## config.mk

```make
export PLATFORM = sky130hd
export DESIGN_NAME = buffer_stream_ctrl
export DESIGN_NICKNAME = d
export VERILOG_FILES = /design/src/rtl/buffer_stream_ctrl.sv
export SDC_FILE = /design/constraint.sdc
export NUM_CORES = 1
export LEC_CHECK = 0
export CORE_AREA = 8 8 115 117
export DETAILED_ROUTE_END_ITERATION = 10
export DIE_AREA = 0 0 123 125
export PLACE_DENSITY = 0.52
export SLEW_MARGIN = 20
export SYNTH_ARGS = -nofsm -noshare
export SYNTH_HDL_FRONTEND = slang
export SYNTH_SLANG_ARGS = --single-unit
```

## constraint.sdc

```tcl
create_clock -name clk -period 3.34 [get_ports clk]
set_input_delay 0.835 -clock clk [delete_from_list [all_inputs] [get_ports clk]]
set_output_delay 0.835 -clock clk [all_outputs]
set_load 0.05 [all_outputs]
```

## src/rtl/buffer_stream_ctrl.sv

```systemverilog
// Buffer stream controller: arbitrates the per-PE bank buffer between the host
// word port (mode 0) and a streaming tile pass (mode 1). A pass issues len
// broadcast reads from rd_base, follows each one through the bank + PE-array
// latency in a valid pipe, and issues the matching write at wr_base.
module buffer_stream_ctrl #(
    parameter int ADDR_RAM = 10,
    parameter int PE_LAT   = 3
) (
    input  logic                clk,
    input  logic                rst,
    input  logic                start,
    input  logic [ADDR_RAM-1:0] rd_base,
    input  logic [ADDR_RAM-1:0] wr_base,
    input  logic [ADDR_RAM:0]   len,
    input  logic                pe_ready,
    input  logic                host_req,
    output logic                host_gnt,
    output logic                mode,
    output logic                m1_r_en,
    output logic [ADDR_RAM-1:0] m1_r_addr,
    output logic                m1_w_en,
    output logic [ADDR_RAM-1:0] m1_w_addr,
    output logic                busy,
    output logic                done
);

    typedef enum logic [1:0] {IDLE, READ, DRAIN, DONE} state_t;

    localparam logic [ADDR_RAM:0] ONE = {{ADDR_RAM{1'b0}}, 1'b1};

    state_t              state_q, state_d;
    logic [ADDR_RAM-1:0] rd_base_q, rd_base_d;
    logic [ADDR_RAM-1:0] wr_base_q, wr_base_d;
    logic [ADDR_RAM:0]   len_q, len_d;
    logic [ADDR_RAM:0]   rcnt_q, rcnt_d;
    logic [ADDR_RAM:0]   wcnt_q, wcnt_d;
    // Bit i set: a read issued i+1 advancing cycles ago is in flight.
    logic [PE_LAT-1:0]   vld_pipe_q, vld_pipe_d;

    logic active;
    logic rd_fire;
    logic wr_fire;
    logic last_rd;
    logic last_wr;

    // Everything in the pass advances only on pe_ready; a stall freezes all.
    assign active  = (state_q == READ) || (state_q == DRAIN);
    assign rd_fire = (state_q == READ) && pe_ready;
    assign wr_fire = active && pe_ready && vld_pipe_q[PE_LAT-1];
    assign last_rd = rd_fire && (rcnt_q == len_q - ONE);
    assign last_wr = wr_fire && (wcnt_q == len_q - ONE);

    // Outputs are decoded from registered state; only the enables look at pe_ready.
    assign mode      = (state_q != IDLE);
    assign busy      = active;
    assign done      = (state_q == DONE);
    assign host_gnt  = (state_q == IDLE) && host_req && !start;
    assign m1_r_en   = rd_fire;
    assign m1_w_en   = wr_fire;
    assign m1_r_addr = rd_base_q + rcnt_q[ADDR_RAM-1:0];
    assign m1_w_addr = wr_base_q + wcnt_q[ADDR_RAM-1:0];

    // Next-state logic: capture on start, count reads/writes, sequence the pass.
    always_comb begin
        state_d    = state_q;
        rd_base_d  = rd_base_q;
        wr_base_d  = wr_base_q;
        len_d      = len_q;
        rcnt_d     = rcnt_q;
        wcnt_d     = wcnt_q;
        vld_pipe_d = vld_pipe_q;

        if (active && pe_ready) begin
            vld_pipe_d[0] = rd_fire;
            for (int i = 1; i < PE_LAT; i++) vld_pipe_d[i] = vld_pipe_q[i-1];
        end
        if (rd_fire) rcnt_d = rcnt_q + ONE;
        if (wr_fire) wcnt_d = wcnt_q + ONE;

        case (state_q)
            IDLE: begin
                if (start) begin
                    rd_base_d  = rd_base;
                    wr_base_d  = wr_base;
                    len_d      = len;
                    rcnt_d     = '0;
                    wcnt_d     = '0;
                    vld_pipe_d = '0;
                    state_d    = (len == '0) ? DONE : READ;
                end
            end
            READ:    if (last_rd) state_d = DRAIN;
            // The last write always trails the last read, so it can only land here.
            DRAIN:   if (last_wr) state_d = DONE;
            DONE:    state_d = IDLE;
            default: state_d = IDLE;
        endcase
    end

    // State registers; reset aborts any pass in flight immediately.
    always_ff @(posedge clk or posedge rst) begin
        if (rst) begin
            state_q    <= IDLE;
            rd_base_q  <= '0;
            wr_base_q  <= '0;
            len_q      <= '0;
            rcnt_q     <= '0;
            wcnt_q     <= '0;
            vld_pipe_q <= '0;
        end else begin
            state_q    <= state_d;
            rd_base_q  <= rd_base_d;
            wr_base_q  <= wr_base_d;
            len_q      <= len_d;
            rcnt_q     <= rcnt_d;
            wcnt_q     <= wcnt_d;
            vld_pipe_q <= vld_pipe_d;
        end
    end

endmodule

```

==> results.py <==
metrics = {
    "clock_network": {
        "clockRootBuffer": "clkbuf_16",
        "cts_sinks": 58,
        "clk_pin_slew_ns": 0.05,
        "cts_hold_buf": 0,
        "clock_path_buffers": 2,
        "cts_tree": "built",
        "clk_latency_ns": 0.33,
        "cts_buffers": 9,
        "htree_levels": 3,
    },
    "die": {
        "placementRows": 40,
        "pin_count": 62,
        "initial_core_util": 0.335,
        "core_area_um2": 11600,
        "die_w_um": 123,
        "floorplan.die_area_um2": 15400,
        "fp.dieH_um": 125,
    },
    "finish": {
        "fin_area_um2": 5260,
        "drive_above_1_share": 0.151,
        "final_common_cell": "nand2_1",
        "layout.cells.most_common_list": "nand2_1, dfrtp_1, clkdlybuf4s50_1",
        "diodes": 0,
        "num-nets-final": 582,
        "final_cells": 669,
        "area_delta_synth_final_pct": 35.3,
    },
    "timing": {
        "rsz0062_at_grt": "yes",
        "setup_ws_ns": 0.0221,
        "fin_crit_ns": 3.32,
        "setup_tns_ns": 0,
        "hold_violations": 0,
        "setup_violations": 0,
        "slew_headroom": 0.567,
        "worst_slew_pin_slew_ns": 0.648,
        "timing.fmax_mhz": 301,
        "skew_ns": 0.00797,
        "finalCritPeriodShare": 0.993,
        "maxSlewViolCount": 0,
    },
    "worst_setup_path": {
        "crit_path_frequent_cell": "a21oi_2",
        "max_stage_delay_ns": 0.40,
        "critPathLaunchType": "register",
        "worstSetupPathType": "register to output pin",
        "rrSetupSlack_ns": 0.31,
        "crit_required_ns": 2.50,
        "critPathCaptureType": "output pin",
        "path_cells": "ha_1, a21o_1, a21oi_2, o21bai_1, a21oi_2, o21ai_2, or4_1, and3_4, buf_8",
        "slowest_stage": "or4_1",
        "cp.arrival_ns": 2.48,
        "worstPathMaxFanout": 3,
    },
    "flow_run": {
        "max_cap_viol_count": 0,
    },
    "logic_synthesis": {
        "async_reset_ff_frac": 1.00,
        "yosysWarnings": 0,
        "syn_nets": 509,
        "synth.distinct_cells": 52,
        "seq_area_frac_synth": 0.373,
        "netlist_area_um2": 3890,
        "synth-main-ff-cell": "dfrtp_1",
        "synth_edf_count": 0,
        "synthCells": 445,
        "avgSynthCellArea_um2": 8.74,
        "synth_seq_cells": 58,
    },
    "hold_path": {
        "min_path_type": "register to register",
    },
    "placement": {
        "place_ws_ns": 0.136,
        "place_area_um2": 4850,
        "gp_congestion": 0.828,
        "port_buffers": 61,
        "placed_cells": 646,
        "hpwl_um": 7460,
    },
    "grt": {
        "grt_pass1_vias": 3412,
        "grt_max_degree": 35,
        "use_met2": 0.226,
        "antenna_found_initial": 0,
        "groute.layer.met3.usage": 0.0342,
        "use_met1": 0.170,
        "grt_usage": 0.139,
        "grt_overflow": 0,
        "top_usage_layer": "met2",
        "grt_first_pass_wirelength_um": 17000,
    },
    "pwr": {
        "power_density_nw_per_um2": 899,
        "vdd_ir_drop_max_mv": 0.674,
        "p_leak_nw": 2.52,
        "total_power_mw": 4.73,
    },
    "detailed_routing": {
        "num_vias": 3321,
        "first_pass_iters": 4,
        "routed_wirelength_um": 10200,
        "drt_iter0_markers": 110,
        "viasPerCell": 4.96,
        "drc": 0,
        "wire_per_inst_um": 15.2,
        "drtAntennaViolNets": 0,
    },
    "run_status": {
        "status": "finished, final reports clean",
    },
}
[report_power, final]
| group | leakage (nW) | switching, mW | internal, mW |
|---|---|---|---|
| Sequential | 0.755 | 0.214 | 0.925 |
| Clock | 0.138 | 0.311 | 0.533 |
| Combinational | 1.63 | 1.59 | 1.16 |
[metrics by stage]
stage	hold slack, ns	utilization
final	0.478	0.453
after CTS	0.484	0.446
after floorplan	0.452	-
after global routing	0.504	0.453
after detailed placement	0.470	0.417
after global placement	0.467	0.417
[state kept, by name, summed over array words and instances (netlist names)]
signal / flops
len_q: 11
rcnt_q: 11
wcnt_q: 11
rd_base_q: 10
wr_base_q: 10
vld_pipe_q: 3
state_q: 2
[metal layers]
layer | wire length [µm] | share of wire
met3 | 536 | 0.053
met2 | 4870 | 0.48
met4 | 226 | 0.022
met1 | 4520 | 0.45
met5 | 0 | 0
[kinds of logic (layout without fill, tap and decap cells)]
logic type                 Yosys count  count (layout)  synth area share
buffers and inverters               42             119            0.0451
xor gates and xnor gates            53              53             0.137
DFF                                 58              58             0.373
muxes                                1               1           0.00257
adders and majority gates           28              28            0.0940
and+or+nand+nor                    197             197             0.239
AOI/OAI and AO/OA                   66              66             0.109
[timing repair]
| item | CTS | global route |
|---|---|---|
| pin swaps | 6 | 19 |
| gates resized for setup | 13 | 15 |
| endpoints found under the setup margin | 4 | 5 |
| setup buffers | 2 | 6 |
[cells in the mapped netlist (all sizes together) (2+ instances only)]
cell type  instances  area share
nand2            106        0.10
dfrtp             58        0.37
xor2              28       0.063
ha                26       0.084
nor2              25       0.024
a21oi             23       0.030
inv               23       0.022
xnor2             20       0.045
o21ai             19       0.024
clkbuf            16       0.016
and3              11       0.018
nand3              8       0.010
nand4              7       0.011
nor3               7       0.010
nor4               7       0.013
or3                6      0.0097
and2               5      0.0080
xnor3              5       0.029
a21o               4      0.0077
nand2b             4      0.0064
o21bai             4      0.0077
or4                4      0.0097
buf                3      0.0071
and4b              2      0.0051
fa                 2       0.010
o2111ai            2      0.0045
o41ai              2      0.0084
[path summary, 6_finish.rpt]
check	start	to	cells after the start
setup reg to reg	len_q[1]	state_q[0]	9
max in group asynchronous	rst	len_q[7]	3
setup / recovery	rcnt_q[1]	m1_r_addr[9]	9
hold reg to reg	wr_base_q[4]	wr_base_q[4]	2
min in group asynchronous	rst	wcnt_q[8]	2
hold / removal	wr_base_q[4]	wr_base_q[4]	2
[worst max-delay path: cells and delay by family, from the launching register on]
family          cells  cell delay [ns]
flops               1             0.38
buf+inv             1             0.14
simple gates        2             0.58
fa+ha+maj           1             0.30
compound gates      5             0.77
[cell type report]
cell class	instances	area, µm²
clock inverter	3	15.0
multi-input combinational	345	2330
clock buffer	12	256
fill	1186	6350
timing repair buffer	81	936
inverter	23	86.3
tap	147	184
sequential	58	1450
Note: power is estimated with default switching activity, not from simulation.
